[config.mk]
export PLATFORM = sky130hd
export DESIGN_NAME = multicycle_main_fsm_flat
export DESIGN_NICKNAME = d
export VERILOG_FILES = /design/src/rtl/arm_ctrl_pkg.sv /design/src/rtl/multicycle_main_fsm_if.sv /design/src/rtl/mem_wait_timer.sv /design/src/rtl/multicycle_main_fsm.sv /design/src/flat_wrapper.sv
export SDC_FILE = /design/constraint.sdc
export NUM_CORES = 1
export LEC_CHECK = 0
export ABC_CLOCK_PERIOD_IN_PS = 3800
export CAP_MARGIN = 20
export CORE_MARGIN = 2
export CORE_UTILIZATION = 43
export CTS_CLUSTER_DIAMETER = 30
export CTS_CLUSTER_SIZE = 14
export DETAILED_ROUTE_END_ITERATION = 12
export PLACE_DENSITY = 0.83
export RECOVER_POWER = 50
export SLEW_MARGIN = 5
export SYNTH_ARGS = -nofsm -noshare
export SYNTH_HDL_FRONTEND = slang
export SYNTH_SLANG_ARGS = --single-unit
[constraint.sdc]
create_clock -name clk -period 3.8 [get_ports clk]
set_input_delay 0.38 -clock clk [delete_from_list [all_inputs] [get_ports clk]]
set_output_delay 0.38 -clock clk [all_outputs]
set_load 0.02 [all_outputs]
[src/rtl/arm_ctrl_pkg.sv]
// Shared types and encodings for the multicycle ARM control path.
package arm_ctrl_pkg;

   typedef enum logic [3:0] {
      S_FETCH,
      S_DECODE,
      S_MEMADR,
      S_MEMREAD,
      S_MEMWB,
      S_MEMWRITE,
      S_EXECUTER,
      S_EXECUTEI,
      S_ALUWB,
      S_BRANCH
   } state_t;

   localparam logic [1:0] OP_DP  = 2'b00;
   localparam logic [1:0] OP_MEM = 2'b01;
   localparam logic [1:0] OP_BR  = 2'b10;

   localparam logic [3:0] CMD_CMP = 4'b1010;

   localparam logic [1:0] SRCA_RN     = 2'b00;
   localparam logic [1:0] SRCA_PC     = 2'b01;
   localparam logic [1:0] SRCA_ALUOUT = 2'b10;

   localparam logic [1:0] SRCB_RD2  = 2'b00;
   localparam logic [1:0] SRCB_IMM  = 2'b01;
   localparam logic [1:0] SRCB_FOUR = 2'b10;

   localparam logic [1:0] RES_ALUOUT    = 2'b00;
   localparam logic [1:0] RES_DATA      = 2'b01;
   localparam logic [1:0] RES_ALURESULT = 2'b10;

   localparam logic [1:0] IMM_8  = 2'b00;
   localparam logic [1:0] IMM_12 = 2'b01;
   localparam logic [1:0] IMM_24 = 2'b10;

   typedef struct packed {
      logic       memreq;
      logic       irwrite;
      logic       adrsrc;
      logic [1:0] alusrca;
      logic [1:0] alusrcb;
      logic [1:0] resultsrc;
      logic [1:0] immsrc;
      logic [1:0] regsrc;
      logic       aluop;
      logic       bytemem;
      logic       pcwrite;
      logic       regwrite;
      logic       memwrite;
   } ctrl_t;

   function automatic logic is_cmp(input logic [5:0] funct);
      return funct[4:1] == CMD_CMP;
   endfunction

endpackage

[src/rtl/multicycle_main_fsm_if.sv]
// Control bundle between the main FSM and the multicycle datapath.
interface multicycle_main_fsm_if;
   logic [1:0] Op;
   logic [5:0] Funct;
   logic [3:0] Rd;
   logic       CondEx;
   logic       MemReady;
   logic       MemReq;
   logic       IRWrite;
   logic       AdrSrc;
   logic [1:0] ALUSrcA;
   logic [1:0] ALUSrcB;
   logic [1:0] ResultSrc;
   logic [1:0] ImmSrc;
   logic [1:0] RegSrc;
   logic       ALUOp;
   logic       ByteMem;
   logic       PCWrite;
   logic       RegWrite;
   logic       MemWrite;
   logic       MemErr;

   modport master (
      input  Op, Funct, Rd, CondEx, MemReady,
      output MemReq, IRWrite, AdrSrc, ALUSrcA, ALUSrcB,
      output ResultSrc, ImmSrc, RegSrc, ALUOp, ByteMem,
      output PCWrite, RegWrite, MemWrite, MemErr
   );

   modport slave (
      output Op, Funct, Rd, CondEx, MemReady,
      input  MemReq, IRWrite, AdrSrc, ALUSrcA, ALUSrcB,
      input  ResultSrc, ImmSrc, RegSrc, ALUOp, ByteMem,
      input  PCWrite, RegWrite, MemWrite, MemErr
   );
endinterface

[src/rtl/mem_wait_timer.sv]
// Counts stalled memory cycles; flags a sticky error after WAIT_MAX.
module mem_wait_timer #(
   parameter int WAIT_MAX = 16
) (
   input  logic clk,
   input  logic reset,
   input  logic clr,
   input  logic inc,
   output logic timeout,
   output logic mem_err
);

   localparam int W = $clog2(WAIT_MAX + 1);

   logic [W-1:0] cnt;

   // the stalled cycle that would make the count reach WAIT_MAX
   assign timeout = inc && (cnt == W'(WAIT_MAX - 1));

   always_ff @(posedge clk) begin
      if (reset) begin
         cnt     <= '0;
         mem_err <= 1'b0;
      end else begin
         if (timeout)
            mem_err <= 1'b1;
         if (clr)
            cnt <= '0;
         else if (inc)
            cnt <= cnt + 1'b1;
      end
   end

endmodule

[src/rtl/multicycle_main_fsm.sv]
// Main sequencing FSM for the multicycle ARM datapath.
module multicycle_main_fsm
   import arm_ctrl_pkg::*;
#(
   parameter int WAIT_MAX = 16
) (
   input logic                 clk,
   input logic                 reset,
   multicycle_main_fsm_if.master ctrl
);

   state_t state, state_n;
   ctrl_t  c;
   logic   timeout, mem_err, inc, clr, wb_pc;

   assign wb_pc = ctrl.Rd == 4'd15;

   always_ff @(posedge clk) begin
      if (reset)
         state <= S_FETCH;
      else
         state <= state_n;
   end

   always_comb begin
      c = '0;
      case (state)
         S_FETCH: begin
            c.memreq    = 1'b1;
            c.alusrca   = SRCA_PC;
            c.alusrcb   = SRCB_FOUR;
            c.resultsrc = RES_ALURESULT;
            c.irwrite   = ctrl.MemReady;
            c.pcwrite   = ctrl.MemReady;
         end
         S_DECODE: begin
            c.alusrca   = SRCA_PC;
            c.alusrcb   = SRCB_FOUR;
            c.resultsrc = RES_ALURESULT;
         end
         S_MEMADR: begin
            c.alusrca = SRCA_RN;
            c.alusrcb = SRCB_IMM;
            c.immsrc  = IMM_12;
         end
         S_MEMREAD: begin
            c.memreq  = 1'b1;
            c.adrsrc  = 1'b1;
            c.bytemem = ctrl.Funct[2];
         end
         S_MEMWRITE: begin
            c.memreq   = ctrl.CondEx;
            c.memwrite = ctrl.CondEx;
            c.adrsrc   = 1'b1;
            c.regsrc   = 2'b10;
            c.bytemem  = ctrl.Funct[2];
         end
         S_MEMWB, S_ALUWB: begin
            c.resultsrc = (state == S_MEMWB) ? RES_DATA : RES_ALUOUT;
            c.pcwrite   = ctrl.CondEx & wb_pc;
            c.regwrite  = ctrl.CondEx & ~wb_pc;
         end
         S_EXECUTER: begin
            c.alusrca = SRCA_RN;
            c.alusrcb = SRCB_RD2;
            c.aluop   = 1'b1;
         end
         S_EXECUTEI: begin
            c.alusrca = SRCA_RN;
            c.alusrcb = SRCB_IMM;
            c.immsrc  = IMM_8;
            c.aluop   = 1'b1;
         end
         S_BRANCH: begin
            c.alusrca   = SRCA_ALUOUT;
            c.alusrcb   = SRCB_IMM;
            c.immsrc    = IMM_24;
            c.resultsrc = RES_ALURESULT;
            c.pcwrite   = ctrl.CondEx;
         end
         default: c = '0;
      endcase
   end

   always_comb begin
      state_n = state;
      case (state)
         S_FETCH:
            if (ctrl.MemReady) state_n = S_DECODE;
         S_DECODE:
            unique case (1'b1)
               ctrl.Op == OP_MEM: state_n = S_MEMADR;
               ctrl.Op == OP_BR:  state_n = S_BRANCH;
               ctrl.Op == OP_DP && ctrl.Funct[5]:
                  state_n = S_EXECUTEI;
               ctrl.Op == OP_DP && !ctrl.Funct[5]:
                  state_n = S_EXECUTER;
               default: state_n = S_FETCH;
            endcase
         S_MEMADR:
            state_n = ctrl.Funct[0] ? S_MEMREAD : S_MEMWRITE;
         S_MEMREAD:
            if (ctrl.MemReady) state_n = S_MEMWB;
         S_MEMWRITE:
            if (!ctrl.CondEx || ctrl.MemReady) state_n = S_FETCH;
         S_EXECUTER, S_EXECUTEI:
            state_n = is_cmp(ctrl.Funct) ? S_FETCH : S_ALUWB;
         default:
            state_n = S_FETCH;
      endcase
      // a stalled access that runs out of time abandons the instruction
      if (timeout) state_n = S_FETCH;
   end

   assign inc = c.memreq & ~ctrl.MemReady;
   assign clr = (state_n != state) | timeout;

   mem_wait_timer #(.WAIT_MAX(WAIT_MAX)) u_timer (
      .clk     (clk),
      .reset   (reset),
      .clr     (clr),
      .inc     (inc),
      .timeout (timeout),
      .mem_err (mem_err)
   );

   assign ctrl.MemReq    = c.memreq;
   assign ctrl.IRWrite   = c.irwrite;
   assign ctrl.AdrSrc    = c.adrsrc;
   assign ctrl.ALUSrcA   = c.alusrca;
   assign ctrl.ALUSrcB   = c.alusrcb;
   assign ctrl.ResultSrc = c.resultsrc;
   assign ctrl.ImmSrc    = c.immsrc;
   assign ctrl.RegSrc    = c.regsrc;
   assign ctrl.ALUOp     = c.aluop;
   assign ctrl.ByteMem   = c.bytemem;
   assign ctrl.PCWrite   = c.pcwrite;
   assign ctrl.RegWrite  = c.regwrite;
   assign ctrl.MemWrite  = c.memwrite;
   assign ctrl.MemErr    = mem_err;

endmodule

[src/flat_wrapper.sv]
// flat-port wrapper written by rule: the top's interface ports become plain ports
module multicycle_main_fsm_flat import arm_ctrl_pkg::*;
#(
   parameter int WAIT_MAX = 16
)
  (clk, reset, ctrl_Op, ctrl_Funct, ctrl_Rd, ctrl_CondEx, ctrl_MemReady, ctrl_MemReq, ctrl_IRWrite, ctrl_AdrSrc, ctrl_ALUSrcA, ctrl_ALUSrcB, ctrl_ResultSrc, ctrl_ImmSrc, ctrl_RegSrc, ctrl_ALUOp, ctrl_ByteMem, ctrl_PCWrite, ctrl_RegWrite, ctrl_MemWrite, ctrl_MemErr);
  multicycle_main_fsm_if ctrl_i ();
  input logic clk;
  input logic reset;
  input wire logic [$bits(ctrl_i.Op)-1:0] ctrl_Op;
  input wire logic [$bits(ctrl_i.Funct)-1:0] ctrl_Funct;
  input wire logic [$bits(ctrl_i.Rd)-1:0] ctrl_Rd;
  input wire logic [$bits(ctrl_i.CondEx)-1:0] ctrl_CondEx;
  input wire logic [$bits(ctrl_i.MemReady)-1:0] ctrl_MemReady;
  output wire logic [$bits(ctrl_i.MemReq)-1:0] ctrl_MemReq;
  output wire logic [$bits(ctrl_i.IRWrite)-1:0] ctrl_IRWrite;
  output wire logic [$bits(ctrl_i.AdrSrc)-1:0] ctrl_AdrSrc;
  output wire logic [$bits(ctrl_i.ALUSrcA)-1:0] ctrl_ALUSrcA;
  output wire logic [$bits(ctrl_i.ALUSrcB)-1:0] ctrl_ALUSrcB;
  output wire logic [$bits(ctrl_i.ResultSrc)-1:0] ctrl_ResultSrc;
  output wire logic [$bits(ctrl_i.ImmSrc)-1:0] ctrl_ImmSrc;
  output wire logic [$bits(ctrl_i.RegSrc)-1:0] ctrl_RegSrc;
  output wire logic [$bits(ctrl_i.ALUOp)-1:0] ctrl_ALUOp;
  output wire logic [$bits(ctrl_i.ByteMem)-1:0] ctrl_ByteMem;
  output wire logic [$bits(ctrl_i.PCWrite)-1:0] ctrl_PCWrite;
  output wire logic [$bits(ctrl_i.RegWrite)-1:0] ctrl_RegWrite;
  output wire logic [$bits(ctrl_i.MemWrite)-1:0] ctrl_MemWrite;
  output wire logic [$bits(ctrl_i.MemErr)-1:0] ctrl_MemErr;
  assign ctrl_i.Op = ctrl_Op;
  assign ctrl_i.Funct = ctrl_Funct;
  assign ctrl_i.Rd = ctrl_Rd;
  assign ctrl_i.CondEx = ctrl_CondEx;
  assign ctrl_i.MemReady = ctrl_MemReady;
  assign ctrl_MemReq = ctrl_i.MemReq;
  assign ctrl_IRWrite = ctrl_i.IRWrite;
  assign ctrl_AdrSrc = ctrl_i.AdrSrc;
  assign ctrl_ALUSrcA = ctrl_i.ALUSrcA;
  assign ctrl_ALUSrcB = ctrl_i.ALUSrcB;
  assign ctrl_ResultSrc = ctrl_i.ResultSrc;
  assign ctrl_ImmSrc = ctrl_i.ImmSrc;
  assign ctrl_RegSrc = ctrl_i.RegSrc;
  assign ctrl_ALUOp = ctrl_i.ALUOp;
  assign ctrl_ByteMem = ctrl_i.ByteMem;
  assign ctrl_PCWrite = ctrl_i.PCWrite;
  assign ctrl_RegWrite = ctrl_i.RegWrite;
  assign ctrl_MemWrite = ctrl_i.MemWrite;
  assign ctrl_MemErr = ctrl_i.MemErr;
  multicycle_main_fsm #(.WAIT_MAX(WAIT_MAX)) u_core (.clk(clk), .reset(reset), .ctrl(ctrl_i));
endmodule
# [Yosys cells after proc, flatten, opt, wreduce, memory -nomap -nowiden]
# Cells that the tools add are included.
[totals] reg_bits=10 inputBits=16 out_inout_bits=19 wordCells=62
[op_classes] n_addsub=1 eq_ne=15 mux=21 n_bitwise=6 reduce_logical=16
[op_table] operator="4-bit case mux with 6 select lines" n=1
[op_table] operator="4-bit 2-to-1 mux" n=5
[op_table] operator="4-bit by 3-bit equality test with 1-bit output (second input constant)" n=4
[op_table] operator="4-bit equality test (second input constant)" n=4
[op_table] operator="4-bit case mux with 4 select lines" n=1
[op_table] operator="2-bit OR reduction" n=7
[op_table] operator="4-bit case mux with 3 select lines" n=1
[op_table] operator="4-bit by 2-bit equality test with 1-bit output (second input constant)" n=2
[op_table] operator="2-bit case mux with 2 select lines" n=2
[op_table] operator="1-bit 2-to-1 mux" n=7
[op_table] operator="5-bit by 1-bit adder with 5-bit output (second input constant)" n=1
[op_table] operator="5-bit by 4-bit equality test with 1-bit output (second input constant)" n=1
[op_table] operator="4-bit by 1-bit equality test with 1-bit output (second input constant)" n=1
[op_table] operator="4-bit logical NOT" n=1
[op_table] operator="4-bit != test" n=1
[op_table] operator="1-bit AND" n=3
[op_table] operator="1-bit logical AND" n=3
[op_table] operator="3-bit 2-to-1 mux" n=1
[op_table] operator="1-bit case mux with 3 select lines" n=1
[op_table] operator="3-bit OR reduction" n=1
[op_table] operator="2-bit by 1-bit equality test with 1-bit output (second input constant)" n=1
[op_table] operator="2-bit equality test (second input constant)" n=1
[op_table] operator="1-bit logical NOT" n=2
[op_table] operator="2-bit logical NOT" n=1
[op_table] operator="5 further kinds" n=6

# [Logic depth before layout (Yosys ltp)]
[depth] ltp_word=9 mapped_depth=7

# [Modules after synthesis]
# Synthesis repeated with hierarchy kept, for this count alone.
[unflattened] hier_cells=110 area_unflattened_um2=865.8
[modules_own_cells] mod="multicycle_main_fsm" instances=1 cells_per_inst=83 area_per_inst_um2=556.8 seq_area_each_um2=80.1
[modules_own_cells] mod="mem_wait_timer" instances=1 cells_per_inst=27 area_per_inst_um2=309.0 seq_area_each_um2=120.1

# [Least setup slack after synthesis]
# OpenSTA, ideal clock, no wires.
[synth_timing] path_kind="register to output" start="reg u_core.state[3]" end="out ctrl_ResultSrc[1]" t_arrival_ps=1627 setup_slack_ps=1793 stages_incl_launch_ff=5 n_path_buf=2 path_cell_list="dfxtp_1 clkbuf_1 buf_2 nor3b_1 or2_2"
[synth_via] elab_chain_cells=3 elab_cells_between_ends=8 classes_between="4 x eq/ne; 1 x mux; 3 x reduce/logical"
[synth_lines] element="start: declaration" line="multicycle_main_fsm.sv:12" rtl="state_t state, state_n;"
[synth_lines] element="start signal: assignment" line="multicycle_main_fsm.sv:22" rtl="state <= state_n;"
[synth_lines] element="4-bit equality test, or another cell as far along" line="multicycle_main_fsm.sv:27" rtl="case (state)"
[synth_lines] element="3-bit OR reduction (no source line) or 2-bit OR reduction (tied branches)"
[synth_lines] element="2-bit case mux with 2 select lines *" line="multicycle_main_fsm.sv:27"
[synth_lines] element="end: declaration" line="flat_wrapper.sv:20" rtl="output wire logic [$bits(ctrl_i.ResultSrc)-1:0] ctrl_ResultSrc;"
# Mark *: on every way between the ends. The rest lies on a longest branch, timed or not.

# [Worst setup path after layout]
[layout_timing] start="reg u_core.state[0]" end="out ctrl_ResultSrc[1]"
# The elaborated chain is that of the path after synthesis.

==> flow_metrics.env <==
export IMPL_status="completed"
export IMPL_synth_mux_area_share_pct=1.31
export IMPL_cts_num_sinks=10
export IMPL_hold_path_class="reg -> reg"
export IMPL_syn_area_um2=764
export IMPL_dr_total_vias=807
export IMPL_fin_crit_sh_pct=69.2
export IMPL_cts_buffer_depth=2
export IMPL_coreArea_um2=1710
export IMPL_synthFlopType="dfxtp_1"
export IMPL_leakage_nw=0.407
export IMPL_fin_crit_ns=2.63
export IMPL_yosys_area_share_simple_pct=36.8
export IMPL_synth_top_family_by_area="simple AND/OR/NAND/NOR gates"
export IMPL_path_cells="nand2b_1, nor3b_1, or2_2, clkdlybuf4s50_1"
export IMPL_grt_pass1_vias=706
export IMPL_synth_nets=119
export IMPL_drt_iter0_drc=16
export IMPL_drive_gt1_share_pct=3.88
export IMPL_synthArstFlopShare_pct=0
export IMPL_slew_limit_headroom_pct=55.9
export IMPL_cts_setup_buffers=0
export IMPL_dp_hpwl_mm=1.47
export IMPL_timing_hold_ws_ns=0.449
export IMPL_diodes=0
export IMPL_io_pins=35
export IMPL_std_cell_rows=15
export IMPL_yosysWarnings=0
export IMPL_remaining_drc_errors=0
export IMPL_synth_cell_types=43
export IMPL_first_pass_iters=4
export IMPL_yosysSeqAreaShare_pct=26.2
export IMPL_arrival_ns=2.25
export IMPL_grt_max_degree=22
export IMPL_p_per_area_nw_per_um2=309
export IMPL_routed_via_density=5.24
export IMPL_grt_ovfl_total=0
export IMPL_fin_skew_ns=0.00142
export IMPL_finalHoldViolations=0
export IMPL_area_delta_synth_final_pct=44.0
export IMPL_drv_slew=0
export IMPL_synth_compound_area_share_pct=16.9
export IMPL_wl_mm=1.88
export IMPL_ir_drop_v=0.000206
export IMPL_synth_xor_area_share_pct=4.58
export IMPL_initial_core_util_pct=44.8
export IMPL_fp_dieH_um=46.2
export IMPL_fmax_ghz=0.380
export IMPL_crit_fanout=14
export IMPL_tns_ns=0
export IMPL_gp_congestion=0.844
export IMPL_antenna_found_initial=0
export IMPL_path_clk_slew_ns=0.07
export IMPL_worstSetupPathType="reg -> out"
export IMPL_syn_area_per_cell_um2=7.57
export IMPL_finalPower_mw=0.341
export IMPL_grt_usage_pct=20.6
export IMPL_antenna_left=0
export IMPL_crit_path_start_kind="flip-flop"
export IMPL_setup_violations=0
export IMPL_cts_made_buffers=3
export IMPL_crit_slowest_cell="dfxtp_1"
export IMPL_routedWlPerCell_um=12.2
export IMPL_synth_edf_count=0
export IMPL_rsz0062_at_grt="false"
export IMPL_r2r_setup_slack_ns=1.90
export IMPL_insertion_delay_ns=0.26
export IMPL_die_w_um=46.2
export IMPL_cp_data_required_time_ns=3.42
export IMPL_ys_ff_latch=10
export IMPL_max_stage_delay_ns=0.60
export IMPL_cp_end_kind="output pin"
export IMPL_die_area_um2=2130
export IMPL_tritoncts="built"
export IMPL_final_nets=148
export IMPL_worstMarginPinSlew_ns=0.660
export IMPL_cts_root_buffer_cell="clkbuf_4"
export IMPL_synth_fa_ha_area_share_pct=3.27
export IMPL_cts_htree_levels=1
export IMPL_cts_hold_buf=0
export IMPL_ctsResizeCount=0
export IMPL_maxCapViolCount=0
export IMPL_io_buffers=33
export IMPL_syn_inst=101
export IMPL_grt_pass1_wl_mm=3.14
==> flip-flops by register name, indices dropped and copies added (netlist names) <==
signal,cells
u_core.u_timer.cnt,5
u_core.state,4
u_core.u_timer.mem_err,1
==> final timing paths <==
kind / from / to / cells past startpoint
worst max-delay path: u_core.state[0] / ctrl_ResultSrc[1] / 4
worst min-delay path: u_core.u_timer.cnt[0] / u_core.u_timer.cnt[0] / 1
worst max register to register: u_core.state[2] / u_core.state[1] / 4
worst min register to register: u_core.u_timer.cnt[0] / u_core.u_timer.cnt[0] / 1
==> power breakdown <==
group          internal, mW  switching (mW)  leakage, nW
combinational        0.0622          0.0574        0.305
clock                0.0582          0.0367       0.0210
sequential            0.111          0.0156       0.0812
total                 0.231           0.110        0.407
==> cell usage after synthesis (2+ instances only) <==
library cell  count  area share, %
nor3_1            4            2.6
nor2_1           14            6.9
xor2_1            2            2.3
nor2b_1           3            2.5
inv_1             7            3.4
dfxtp_1          10             26
nand3_1           3            2.0
a21o_1            2            2.0
and3_1            3            2.5
nor4_1            2            1.6
clkbuf_1          2           0.98
a31oi_1           3            2.5
nand2b_1          5            4.1
nand2_1           2           0.98
xnor2_1           2            2.3
nor3b_1           3            2.9
ha_1              2            3.3
buf_4             2            2.0
buf_2             4            2.6
a21oi_1           3            2.0
==> cell families (layout without fill, tap and decap cells) <==
kind of cell,Yosys count,count (layout)
adders and majority gates,2,2
other,1,1
buffers and inverters,16,44
AOI/OAI and AO/OA,18,18
xor gates and xnor gates,4,4
muxes,1,1
and+or+nand+nor,49,49
DFF,10,10
==> worst max-delay path, delay by kind of cell, from the launching register on <==
| kind | cells | cell delay (ns) |
|---|---|---|
| buf+inv | 1 | 0.59 |
| flops | 1 | 0.60 |
| simple gates | 3 | 0.80 |
==> per-stage QoR <==
stage | instance area, µm² | util [%] | instances | worst slack [ns]
finish | 1100 | 64.5 | 154 | 1.17
global route | 1100 | 64.5 | 154 | 0.941
CTS | 1110 | 64.9 | 154 | 1.26
detailed placement | 1070 | 62.8 | 150 | 1.27
global placement | 1070 | 62.8 | 150 | 1.34
floorplan | 764 | - | 101 | 1.79
==> cell usage in the layout, fill, tap and decap left out, drive strengths merged, types with 2 or more instances in the layout <==
cell           count
nand2b             6
dfxtp             10
o21ai              2
nand2              2
nor3               4
dlygate4sd3        4
a21o               2
nor2b              3
clkdlybuf4s50     29
a31oi              3
ha                 2
nor2              14
clkbuf             4
or2                2
xor2               2
and3               3
a21oi              3
nor3b              3
xnor2              2
inv                7
nand3              3
nor4               2
==> final cells by class <==
cell class / instances / area [µm²]
multi-input combinational: 75 / 477
clock buffer: 4 / 36.3
tap: 25 / 31.3
timing repair buffer: 33 / 330
sequential: 10 / 200
fill: 146 / 607
inverter: 7 / 26.3
==> metal layers <==
| metal | track usage, % | part of all wire, % | up-vias | wire, µm |
|---|---|---|---|---|
| met5 | 0 | 0 | - | 0 |
| met4 | 5.71 | 0 | 0 | 0 |
| met3 | 5.88 | 6.4 | 0 | 120 |
| met2 | 33.9 | 49 | 28 | 914 |
| met1 | 26.0 | 45 | 367 | 849 |
| li1 | - | - | 412 | - |
(Power assumes the default switching activity.)
